===== src/rtl/adc_capture_ctrl.sv =====
// adc_capture_ctrl: sequences the ADC front-end, waits for a sample whose
// distance from mid-scale reaches a threshold, then frames a fixed number of
// PACKET_LEN-beat packets (TLAST on the last beat) through a small FIFO.
// Optional build macro: ADC_CAPTURE_SIGNED_EN -- output samples as
// sign-extended two's complement (code - 2048) instead of offset binary.
module adc_capture_ctrl #(
  parameter int PACKET_LEN = 128,
  parameter int FIFO_DEPTH = 16
) (
  input  logic        AXIS_ACLK,
  input  logic        AXIS_ARESET,
  input  logic        CTRL_START,
  input  logic        CTRL_STOP,
  input  logic [11:0] CTRL_THRESHOLD,
  input  logic [7:0]  CTRL_NUM_PACKETS,
  output logic        STATUS_BUSY,
  output logic        STATUS_OVERFLOW,
  output logic        ADC_EN,
  input  logic        S_AXIS_TVALID,
  input  logic [15:0] S_AXIS_TDATA,
  output logic        S_AXIS_TREADY,
  output logic        M_AXIS_TVALID,
  output logic [15:0] M_AXIS_TDATA,
  output logic [1:0]  M_AXIS_TSTRB,
  output logic        M_AXIS_TLAST,
  input  logic        M_AXIS_TREADY
);

  localparam int AW = $clog2(FIFO_DEPTH);
  localparam int PW = AW + 1;
  localparam int BW = $clog2(PACKET_LEN);
  localparam logic [BW-1:0] LAST_BEAT = BW'(PACKET_LEN - 1);

  typedef enum logic [1:0] {ST_IDLE, ST_ARMED, ST_CAPTURE, ST_DRAIN} state_t;

  state_t        state_q, state_d;
  logic [BW-1:0] beat_cnt_q, beat_cnt_d;
  logic [7:0]    pkt_cnt_q, pkt_cnt_d;
  logic [7:0]    num_pkts_q, num_pkts_d;
  logic          stop_pend_q, stop_pend_d;
  logic          ovf_q, ovf_d;

  logic [PW-1:0] wr_ptr_q, wr_ptr_d;
  logic [PW-1:0] rd_ptr_q, rd_ptr_d;
  logic          out_valid_q, out_valid_d;
  logic [15:0]   out_data_q, out_data_d;
  logic          out_last_q, out_last_d;
  logic [12:0]   mem [FIFO_DEPTH];

  logic [11:0]   code;
  logic [11:0]   mag;
  logic          trig;
  logic          beat_last;
  logic [PW-1:0] occupancy;
  logic          pop;
  logic          out_free;
  logic          mem_empty;
  logic          has_space;
  logic          wr_en;
  logic          mem_we;
  logic [12:0]   wr_word;
  logic [12:0]   mem_rd;
  logic          unused_tdata_hi;

  // Output word format; the bench-visible difference between the two builds.
  function automatic logic [15:0] fmt_data(input logic [11:0] c);
`ifdef ADC_CAPTURE_SIGNED_EN
    // code - 2048 is code with the MSB inverted; sign-extend that bit.
    fmt_data = {{4{~c[11]}}, ~c[11], c[10:0]};
`else
    fmt_data = {4'b0000, c};
`endif
  endfunction

  assign code            = S_AXIS_TDATA[11:0];
  assign unused_tdata_hi = ^S_AXIS_TDATA[15:12];
  assign mag             = (code < 12'd2048) ? (12'd2048 - code) : (code - 12'd2048);
  assign trig            = (mag >= CTRL_THRESHOLD);
  assign beat_last       = (beat_cnt_q == LAST_BEAT);

  // Occupancy counts the output register too, so FIFO_DEPTH beats total.
  assign occupancy = (wr_ptr_q - rd_ptr_q) + PW'(out_valid_q);
  assign pop       = out_valid_q & M_AXIS_TREADY;
  assign out_free  = ~out_valid_q | pop;
  assign mem_empty = (wr_ptr_q == rd_ptr_q);
  assign has_space = (occupancy != PW'(FIFO_DEPTH)) | pop;
  assign wr_word   = {beat_last, code};
  assign mem_rd    = mem[rd_ptr_q[AW-1:0]];

  assign STATUS_BUSY     = (state_q != ST_IDLE);
  assign ADC_EN          = (state_q == ST_ARMED) | (state_q == ST_CAPTURE);
  assign STATUS_OVERFLOW = ovf_q;
  assign S_AXIS_TREADY   = 1'b1;
  assign M_AXIS_TVALID   = out_valid_q;
  assign M_AXIS_TDATA    = out_data_q;
  assign M_AXIS_TLAST    = out_last_q;
  assign M_AXIS_TSTRB    = 2'b11;

  // Capture FSM: next state, counters and the FIFO write request.
  always_comb begin
    state_d     = state_q;
    beat_cnt_d  = beat_cnt_q;
    pkt_cnt_d   = pkt_cnt_q;
    num_pkts_d  = num_pkts_q;
    stop_pend_d = stop_pend_q;
    ovf_d       = ovf_q;
    wr_en       = 1'b0;
    unique case (state_q)
      ST_IDLE: begin
        if (CTRL_START && !CTRL_STOP) begin
          state_d     = ST_ARMED;
          ovf_d       = 1'b0;
          beat_cnt_d  = '0;
          pkt_cnt_d   = '0;
          stop_pend_d = 1'b0;
        end
      end
      ST_ARMED: begin
        if (CTRL_STOP) begin
          state_d = ST_IDLE;
        end else if (S_AXIS_TVALID && trig) begin
          state_d    = ST_CAPTURE;
          num_pkts_d = CTRL_NUM_PACKETS;
          if (has_space) begin
            wr_en      = 1'b1;
            beat_cnt_d = beat_cnt_q + 1'b1;
          end else begin
            ovf_d = 1'b1;
          end
        end
      end
      ST_CAPTURE: begin
        if (CTRL_STOP && beat_cnt_q == '0) begin
          // Already on a packet boundary: nothing partial to finish.
          state_d = ST_DRAIN;
        end else begin
          if (CTRL_STOP) stop_pend_d = 1'b1;
          if (S_AXIS_TVALID) begin
            if (has_space) begin
              wr_en = 1'b1;
              if (beat_last) begin
                beat_cnt_d = '0;
                pkt_cnt_d  = pkt_cnt_q + 8'd1;
                if (stop_pend_q || CTRL_STOP ||
                    (num_pkts_q != 8'd0 && (pkt_cnt_q + 8'd1) == num_pkts_q))
                  state_d = ST_DRAIN;
              end else begin
                beat_cnt_d = beat_cnt_q + 1'b1;
              end
            end else begin
              // Dropped beats leave the beat counter alone.
              ovf_d = 1'b1;
            end
          end
        end
      end
      ST_DRAIN: begin
        if (mem_empty && (!out_valid_q || pop)) state_d = ST_IDLE;
      end
      default: state_d = ST_IDLE;
    endcase
  end

  // FIFO pointers and the registered first-word-fall-through output stage.
  always_comb begin
    wr_ptr_d    = wr_ptr_q;
    rd_ptr_d    = rd_ptr_q;
    out_valid_d = out_valid_q;
    out_data_d  = out_data_q;
    out_last_d  = out_last_q;
    mem_we      = 1'b0;
    if (out_free) begin
      if (!mem_empty) begin
        out_valid_d = 1'b1;
        out_data_d  = fmt_data(mem_rd[11:0]);
        out_last_d  = mem_rd[12];
        rd_ptr_d    = rd_ptr_q + PW'(1);
      end else if (wr_en) begin
        out_valid_d = 1'b1;
        out_data_d  = fmt_data(wr_word[11:0]);
        out_last_d  = wr_word[12];
      end else begin
        out_valid_d = 1'b0;
      end
    end
    // Write goes to memory unless it was bypassed straight to the output.
    if (wr_en && !(out_free && mem_empty)) begin
      mem_we   = 1'b1;
      wr_ptr_d = wr_ptr_q + PW'(1);
    end
  end

  // Storage array, no reset so it can map onto RAM.
  always_ff @(posedge AXIS_ACLK) begin
    if (mem_we) mem[wr_ptr_q[AW-1:0]] <= wr_word;
  end

  // State and datapath registers.
  always_ff @(posedge AXIS_ACLK or posedge AXIS_ARESET) begin
    if (AXIS_ARESET) begin
      state_q     <= ST_IDLE;
      beat_cnt_q  <= '0;
      pkt_cnt_q   <= '0;
      num_pkts_q  <= '0;
      stop_pend_q <= 1'b0;
      ovf_q       <= 1'b0;
      wr_ptr_q    <= '0;
      rd_ptr_q    <= '0;
      out_valid_q <= 1'b0;
      out_data_q  <= '0;
      out_last_q  <= 1'b0;
    end else begin
      state_q     <= state_d;
      beat_cnt_q  <= beat_cnt_d;
      pkt_cnt_q   <= pkt_cnt_d;
      num_pkts_q  <= num_pkts_d;
      stop_pend_q <= stop_pend_d;
      ovf_q       <= ovf_d;
      wr_ptr_q    <= wr_ptr_d;
      rd_ptr_q    <= rd_ptr_d;
      out_valid_q <= out_valid_d;
      out_data_q  <= out_data_d;
      out_last_q  <= out_last_d;
    end
  end

endmodule

===== config.mk =====
export PLATFORM = sky130hd
export DESIGN_NAME = adc_capture_ctrl
export DESIGN_NICKNAME = d
export VERILOG_FILES = /design/src/rtl/adc_capture_ctrl.sv
export SDC_FILE = /design/constraint.sdc
export NUM_CORES = 1
export LEC_CHECK = 0
export BUFFER_PORTS_ARGS = -buffer_cell sky130_fd_sc_hd__buf_2
export CAP_MARGIN = 5
export CELL_PAD_IN_SITES_DETAIL_PLACEMENT = 2
export CELL_PAD_IN_SITES_GLOBAL_PLACEMENT = 2
export CORE_AREA = 3 3 157 312
export CTS_CLUSTER_SIZE = 20
export DETAILED_ROUTE_END_ITERATION = 16
export DIE_AREA = 0 0 160 315
export GPL_ROUTABILITY_DRIVEN = 0
export PLACE_DENSITY_LB_ADDON = 0.1
export RECOVER_POWER = 25
export SLEW_MARGIN = 20
export SYNTH_ARGS = -nofsm -noshare
export SYNTH_HDL_FRONTEND = slang
export SYNTH_SLANG_ARGS = --single-unit

===== constraint.sdc =====
create_clock -name AXIS_ACLK -period 13.2 [get_ports AXIS_ACLK]
set_clock_uncertainty 0.05 [all_clocks]
set_input_delay 2.64 -clock AXIS_ACLK [delete_from_list [all_inputs] [get_ports AXIS_ACLK]]
set_output_delay 2.64 -clock AXIS_ACLK [all_outputs]
set_load 0.005 [all_outputs]

Word-level counts from Yosys, hierarchy flattened

Memory sizes are Yosys's and may differ from the RTL's.
Cells that the tools add are included.

Register bits after elaboration: 55
Bits in writable memories: 208
Bits of input ports: 42
Word-level logic and storage cells: 130
Memories kept: 1

Memories:

| memory | words | bits a word | rd ports | clocked after Yosys merged registers in | write ports | line | text |
|---|---|---|---|---|---|---|---|
| mem    | 16    | 13          | 1        | 0                                       | 1           | 48   | `logic [12:0] mem [FIFO_DEPTH];` |

Add/subtract/negate cells: 8
Magnitude comparators: 2
Equality and inequality tests: 23
Muxes and demuxes: 51
Bitwise gates (word level): 7
Reduce and logical (&&, ||, !) cells: 27

Operator list:

| cell                                                | count |
|---|---|
| 2-to-1 mux 7 bit                                    | 8 |
| 2-to-1 mux 8 bit                                    | 5 |
| 2-to-1 mux 16 bit                                   | 2 |
| one-hot mux 7 bit (3 select lines)                  | 1 |
| 2-to-1 mux 1 bit                                    | 20 |
| 2-to-1 mux 2 bit                                    | 9 |
| != test 2 bit (second input constant)               | 9 |
| one-hot mux 8 bit (2 select lines)                  | 1 |
| greater-or-equal comparator 12 bit                  | 1 |
| less-than comparator 12 bit (second input constant) | 1 |
| 2-to-1 mux 12 bit                                   | 1 |
| != test 3 x 2 -> 1 bit (second input constant)      | 4 |
| AND reduction 6 bit                                 | 2 |
| subtractor 12 bit (first input constant)            | 1 |
| subtractor 12 bit (second input constant)           | 1 |
| adder 5 x 1 -> 5 bit (second input constant)        | 2 |
| adder 8 x 1 -> 8 bit (second input constant)        | 1 |
| == test 8 bit                                       | 1 |
| one-hot mux 2 bit (4 select lines)                  | 1 |
| AND reduction 8 bit                                 | 1 |
| nonzero test 8 bit                                  | 1 |
| adder 7 x 1 -> 7 bit (second input constant)        | 1 |
| == test 7 bit (second input constant)               | 1 |
| logical AND 1 bit                                   | 7 |
| 23 further kinds                                    | 36 |

Depth between registers and ports, before layout

Gate-level depths: netlist of the first run.

Depth after elaboration: 12
Gate-level depth with buffers: 14
Mapped depth without buffers: 13

Least setup slack after synthesis of the first run

No wires, ideal clock.

Kind: input -> register
From: input S_AXIS_TDATA[6]
To: memory mem[3][0], enable pin
Data arrival time: 5.876 ns
Required time: 12.733 ns
Setup slack: 6.857 ns
Stages on the path: 11
Buffers on the path: 0
Cells stage by stage: nor4_1 -> nand2_1 -> nor3_1 -> nor2_1 -> xor2_1 -> ha_1 -> and3_1 -> nand3_1 -> nor3_1 -> o211ai_4 -> nor4_1

Word-level cells in the longest chain between the ends: 11

RTL lines:

| what                                                             | line | text |
|---|---|---|
| start, declared                                                  | 20   | `input logic [15:0] S_AXIS_TDATA,` |
| subtractor 12 bit or less-than comparator 12 bit (tied branches) | 77   | `assign mag = (code < 12'd2048) ? (12'd2048 - code) : (code - 12'd2048);` |
| 2-to-1 mux 12 bit *                                              | 77   |  |
| greater-or-equal comparator 12 bit *                             | 78   | `assign trig = (mag >= CTRL_THRESHOLD);` |
| logical AND 1 bit *                                              | 121  | `end else if (S_AXIS_TVALID && trig) begin` |
| 2-to-1 mux 1 bit *                                               | 121  |  |
| 2-to-1 mux 1 bit *                                               | 119  | `if (CTRL_STOP) begin` |
| one-hot mux 1 bit (2 select lines) *                             | 108  | `unique case (state_q)` |
| logical AND 1 bit *                                              | 187  | `if (wr_en && !(out_free && mem_empty)) begin` |
| 2-to-1 mux 1 bit *                                               | 187  |  |
| 2-to-1 mux 1 bit *                                               | 195  | `if (mem_we) mem[wr_ptr_q[AW-1:0]] <= wr_word;` |
| 2-to-1 mux 1 bit (not written as such) *                         | 195  |  |
| end, declared                                                    | 48   |  |

Every way passes the cells marked *; elsewhere a longest branch is shown, timed or not.

Worst setup path after layout of the first run

From: input S_AXIS_TDATA[5]
To: memory mem[13][2], enable pin

The elaborated chain is that of the path after synthesis.

==> results of run 1 <==
==> stage by stage <==
step	setup slack, ns	instances	total power [mW]	cell area [um^2]	utilization, %
3_3_place_gp	6.17	1392	1.95	12800	27.4
5_1_grt	5.77	1443	2.85	13700	29.2
4_1_cts	6.59	1442	2.75	13700	29.2
6_report	6.32	1443	2.68	13700	29.2
2_1_floorplan	6.86	720	1.69	11700	-
3_5_place_dp	6.01	1393	2.00	12800	27.4
==> cell families (layout without fill, tap and decap cells) <==
group	after synthesis	in the layout	share of synthesized area (%)
simple gates	131	131	5.77
xor+xnor	31	31	2.32
buf+inv	70	166	2.77
mux	75	75	13.5
fa+ha+maj	35	35	3.81
compound gates	112	112	7.44
flops	259	259	64.3
other cells	2	7	0.0642
==> report_power, final <==
part / leakage (nW) / internal (mW) / switching, mW
registers: 2.53 / 0.946 / 0.0900
clock network: 0.400 / 0.415 / 0.320
logic: 1.81 / 0.419 / 0.489
total: 4.74 / 1.78 / 0.900
==> metal layers <==
metal / vias to the layer above / part of all wire (%)
met4: 0 / 2.1
met1: 3597 / 36
met3: 42 / 2.9
li1: 2964 / -
met2: 113 / 59
met5: - / 0
==> state kept, by name, summed over array words and instances (netlist names), named ones only <==
| signal | flops |
|---|---|
| state_q | 1 |
| M_AXIS_TLAST | 1 |
| M_AXIS_TDATA | 12 |
| wr_ptr_q | 5 |
| rd_ptr_q | 5 |
| beat_cnt_q | 7 |
| pkt_cnt_q | 8 |
| stop_pend_q | 1 |
| num_pkts_q | 8 |
| M_AXIS_TVALID | 1 |
| STATUS_OVERFLOW | 1 |
| mem | 208 |
==> worst paths after layout <==
kind	to	cells after the start
worst max-delay path	mem[13][2]	15
worst min-delay path	wr_ptr_q[4]	1
worst max register to register	mem[13][2]	13
worst min register to register	wr_ptr_q[4]	1
max in group asynchronous	rd_ptr_q[0]	3
min in group asynchronous	M_AXIS_TDATA[7]	3
==> cell usage after synthesis (3+ instances only) <==
library cell / n
nor2b_1: 5
nor4_1: 5
o21ai_0: 28
nand3_1: 16
ha_1: 34
mux4_2: 65
buf_4: 11
and3_1: 3
inv_1: 36
or3_1: 4
dfrtp_1: 51
o221a_1: 10
o22a_1: 14
edfxtp_1: 208
o31ai_1: 6
buf_2: 4
nand2b_1: 10
nand2_1: 29
a21oi_1: 15
o221a_2: 3
clkbuf_1: 13
xnor2_1: 13
nand4_1: 3
xor2_1: 18
a31oi_1: 4
nor3_1: 14
o21ai_1: 8
nor2_1: 31
mux2_2: 9
==> critical path, delay by kind of cell <==
family | cells | cell delay (ns)
AND/OR/NAND/NOR | 9 | 2.66
AO/OA/AOI/OAI | 1 | 0.34
buffers and inverters | 3 | 0.92
XOR/XNOR | 1 | 0.17
adder cells (fa/ha/maj) | 1 | 0.30
==> layout make-up <==
class	count	area, um^2
inverter	38	143
clock inverter	16	134
tap	627	785
multi-input combinational	391	3910
fill	4943	33200
clock buffer	33	698
sequential	259	7530
timing repair buffer	79	458
==> run_results.csv, run 1 <==
group,metric,value,unit
global_route,grt_pass1_wl,53100,um
power,powerDensity,196,nW/um^2
detailed_routing,via_count,6716,
sta,tns,0,ns
sta,min_period,6.88,ns
clock_tree,cts_root_buf,"clkbuf_16",
global_route,top_usage_layer,"met2",
floorplan,rows,112,
hold_path,min_from,"wr_ptr_q[4]",
clock_tree,clk_latency,0.54,ns
synthesis,yosysWarnings,0,
sta,rsz0062_at_grt,"false",
floorplan,coreArea,46800,um^2
global_route,antenna_found_initial,0,
worst_setup_path,cp_slowest_stage_delay,0.80,ns
clock_tree,ctsResizeCount,0,
synthesis,seq_area_frac_synth,64.3,%
worst_setup_path,r2r_slack,8.72,ns
run_status,outcome,"finished, final reports clean",
global_route,grt_max_degree,55,
sta,slew_viol_final,0,
synthesis,syn_area_per_cell,16.3,um^2
floorplan,start_util,25.0,%
synthesis,synth_cell_types,65,
power,p_leak,4.74,nW
worst_setup_path,arrival,7.07,ns
floorplan,io_pins,66,
worst_setup_path,worstSetupStartpointType,"input port",
worst_setup_path,criticalPathCategory,"in -> reg",
global_route,grtUsageMet3,1.43,%
detailed_routing,wl_per_cell,24.6,um
worst_setup_path,r2r-start,"rd_ptr_q[0]",
worst_setup_path,cp-startpoint,"S_AXIS_TDATA[5]",
detailed_routing,drt_iter0_drc,304,
global_route,grt.total_usage,14.3,%
worst_setup_path,endpoint_kind,"register",
clock_tree,cts_setup_buffers,0,
synthesis,yosysTopAreaCellShare,53.4,%
global_route,grt_pass1_vias,7836,
sta,min_period_over_period,52.1,%
floorplan,die-height,315,um
finish,drive_gt1_share,25.6,%
clock_tree,cts_tree,"done",
power,peakVddDrop,82.3,uV
synthesis,synth_edf_count,208,
synthesis,syn-cell-area,11700,um^2
synthesis,async_reset_ff_share,19.7,%
synthesis,ys_top_cells_by_area,"edfxtp_1 (53%), mux4_2 (13%), dfrtp_1 (11%), ha_1 (3.6%), xor2_1 (1.3%)",
sta,worstMarginPinSlew,1.41,ns
placement,dp_hpwl,24000,um
global_route,grt_use_met2,29.3,%
finish,diodes,0,
worst_setup_path,cp.required,13.39,ns
clock_tree,cts_buffers,27,
finish,nets,873,
sta,fmax,145,MHz
global_route,use_met1,15.2,%
floorplan,dieArea,50400,um^2
detailed_routing,viasPerCell,4.65,
finish,layout_common_cells,"edfxtp_1 (208), mux4_2 (65), dfrtp_1 (49)",
finish,layout_commonest_cell,"edfxtp_1",
clock_tree,numClockSinks,259,
clock_tree,htreeDepth,1,
worst_setup_path,worstPathCellList,"buf_2 > clkbuf_1 > nor4_1 > nand2_1 > nor3_1 > nor2_1 > xor2_1 > ha_1 > and3_1 > nand3_1 > nor3_1 > o211a_2 > nand3_1 > nor2_1 > buf_4",
synthesis,netlist_instances,715,
sta,hold_viol,0,
clock_tree,clockBufferDepth,3,
clock_tree,clkTransAtPathRegs,0.06,ns
detailed_routing,drt_pre_antenna_iters,6,
sta,whs,0.439,ns
synthesis,synth_seq_cells,259,
detailed_routing,drc,0,
synthesis,yosys.area.top_type,"edfxtp_1",
sta,maxSlewHeadroom,5.99,%
global_route,grt_overflow_total,0,
run,cap_violations,0,
worst_setup_path,crit_slowest_cell,"nor2_1",
sta,setup_viol,0,
finish,area_growth,16.8,%
detailed_routing,postRouteAntennaNets,0,
clock_tree,cts.hold.buffers_added,0,
placement,port-buffer-count,54,
worst_setup_path,cp_max_fo,20,
floorplan,die_x,160,um
detailed_routing,wl,35500,um
hold_path,hold_path_class,"reg -> reg",
synthesis,synthFlopType,"edfxtp_1",
Note: power is estimated with default switching activity, not from simulation.
==> inputs of run 2 (changes only) <==
==> constraint.sdc (replaced) <==
create_clock -name AXIS_ACLK -period 6.52 [get_ports AXIS_ACLK]
set_clock_uncertainty 0.05 [all_clocks]
set_input_delay 1.304 -clock AXIS_ACLK [delete_from_list [all_inputs] [get_ports AXIS_ACLK]]
set_output_delay 1.304 -clock AXIS_ACLK [all_outputs]
set_load 0.005 [all_outputs]
==> run 2 against run 1 <==
- register-to-register slack worse by 6.1 ns
- largest power group unchanged
- count of clock-buffer cells in the layout decreased by 3
- combinational power is 100% higher
==> run_results.csv, run 2 (synthesis gave the netlist of run 1 again) <==
group,metric,value,unit
power,p_leak,4.79,nW
floorplan,die_x,160,um
clock_tree,ctsResizeCount,0,
finish,fin_area,13700,um^2
detailed_routing,routed.top_layer,"met4",
floorplan,coreArea,46800,um^2
power,powerDensity,400,nW/um^2
detailed_routing,drc,0,
floorplan,die-height,315,um
clock_tree,numClockSinks,259,
finish,layout_commonest_cell,"edfxtp_1",
global_route,grt_overflow_total,0,
clock_tree,cts_setup_buffers,0,
global_route,antenna_found_initial,0,
placement,dp_hpwl,24100,um
run,cap_violations,0,
floorplan,start_util,25.0,%
finish,layout_common_cells,"edfxtp_1 (208), mux4_2 (65), dfrtp_1 (49)",
clock_tree,clkTransAtPathRegs,0.06,ns
worst_setup_path,endpoint_kind,"register",
finish,diodes,0,
clock_tree,cts.hold.buffers_added,0,
sta,fmax,197,MHz
floorplan,io_pins,66,
detailed_routing,drt_iter0_drc,292,
clock_tree,cts_tree,"done",
sta,rsz0062_at_grt,"false",
clock_tree,htreeDepth,1,
sta,min_period,5.07,ns
placement,port-buffer-count,54,
sta,maxSlewHeadroom,23.1,%
detailed_routing,wl_per_cell,24.7,um
placement,placed_area,12900,um^2
detailed_routing,met3_length,966,um
run_status,outcome,"finished, final reports clean",
worst_setup_path,worstSetupStartpointType,"input port",
finish,nets,881,
clock_tree,cts_root_buf,"clkbuf_16",
global_route,grt.total_usage,14.4,%
detailed_routing,viasPerCell,4.68,
worst_setup_path,criticalPathCategory,"in -> reg",
power,peakVddDrop,169,uV
worst_setup_path,cp_max_fo,19,
global_route,grt_max_degree,55,
detailed_routing,wl_met1,12600,um
finish,area_growth,17.5,%
clock_tree,clockBufferDepth,3,
worst_setup_path,arrival,5.28,ns
detailed_routing,postRouteAntennaNets,0,
finish,largest_reg_flops,208,
global_route,grt_pass1_wl,53700,um
detailed_routing,wl_met2,21400,um
hold_path,hold_path_class,"reg -> reg",
detailed_routing,wl,35800,um
sta,min_period_over_period,77.8,%
sta,hold_viol,0,
floorplan,dieArea,50400,um^2
sta,setup_viol,0,
floorplan,rows,112,
worst_setup_path,ff2ff_path_depth,12,
global_route,grt_pass1_vias,7901,
finish,fillCellCount,4918,
detailed_routing,via_count,6790,
sta,tns,0,ns
clock_tree,cts_buffers,26,
clock_tree,clk_latency,0.56,ns
sta,worstMarginPinSlew,1.15,ns
hold_path,hold_path_depth,1,
sta,slew_viol_final,0,
finish,drive_gt1_share,26.7,%
detailed_routing,drt_pre_antenna_iters,4,
worst_setup_path,cp.required,6.73,ns
## run 2: cell types whose count changed in the layout (fill, tap and decap cells not counted), sizes merged
cell      previous run  this run
bufinv               2         3
clkinv              13        11
clkinvlp             2         3
buf                 71        77
inv                 37        39
## run 2: cell type report
| cell class | instances | area (um^2) | share of cell area, % |
|---|---|---|---|
| inverter | 38 | 143 | 1.04 |
| tap | 627 | 785 | 5.71 |
| sequential | 259 | 7530 | 54.8 |
| multi-input combinational | 391 | 3890 | 28.3 |
| timing repair buffer | 88 | 509 | 3.71 |
| clock inverter | 18 | 193 | 1.40 |
| clock buffer | 30 | 686 | 4.99 |
## run 2: worst paths after layout
| kind | start | endpoint | slack, ns |
|---|---|---|---|
| max | S_AXIS_TDATA[0] | mem[15][11] | 1.45 |
| min | STATUS_OVERFLOW | STATUS_OVERFLOW | 0.44 |
| max reg2reg | rd_ptr_q[0] | mem[15][11] | 2.64 |
| min reg2reg | STATUS_OVERFLOW | STATUS_OVERFLOW | 0.44 |
| max in group asynchronous | AXIS_ARESET | rd_ptr_q[0] | 4.86 |
| min in group asynchronous | AXIS_ARESET | M_AXIS_TLAST | 0.94 |
## run 2: per-stage QoR
| stage | power, mW | util [%] | setup slack, ns | std cells | hold WS, ns |
|---|---|---|---|---|---|
| 2_1_floorplan | 3.42 | - | 1.51 | 720 | 0.410 |
| 3_3_place_gp | 3.96 | 27.5 | 1.31 | 1403 | 0.422 |
| 3_5_place_dp | 4.04 | 27.5 | 1.23 | 1403 | 0.426 |
| 4_1_cts | 5.64 | 29.4 | 1.84 | 1451 | 0.451 |
| 5_1_grt | 5.85 | 29.3 | 1.08 | 1451 | 0.481 |
| 6_report | 5.50 | 29.3 | 1.45 | 1451 | 0.444 |
## run 2: critical path, cell delays in order
cell      delay [ns]
clkbuf_1        0.64
inv_1           0.18
ha_1            0.27
nor2b_1         0.19
a21oi_1         0.26
xor2_1          0.10
ha_1            0.33
nand2_1         0.06
o21ai_0         0.18
a21oi_1         0.11
nor3_1          0.42
o211ai_4        0.24
nor4b_4         0.65
buf_4           0.33
## run 2: layer usage
metal / GRT usage (%) / vias to the layer above
li1: - / 2978
met1: 15.1 / 3657
met2: 29.9 / 112
met3: 1.50 / 43
met4: 3.65 / 0
met5: 0 / -
## run 2: report_power, final
part	total, mW	switching (mW)	internal [mW]
Combinational	1.85	1.00	0.848
Sequential	2.08	0.166	1.91
Clock	1.57	0.687	0.881
Total	5.50	1.86	3.64
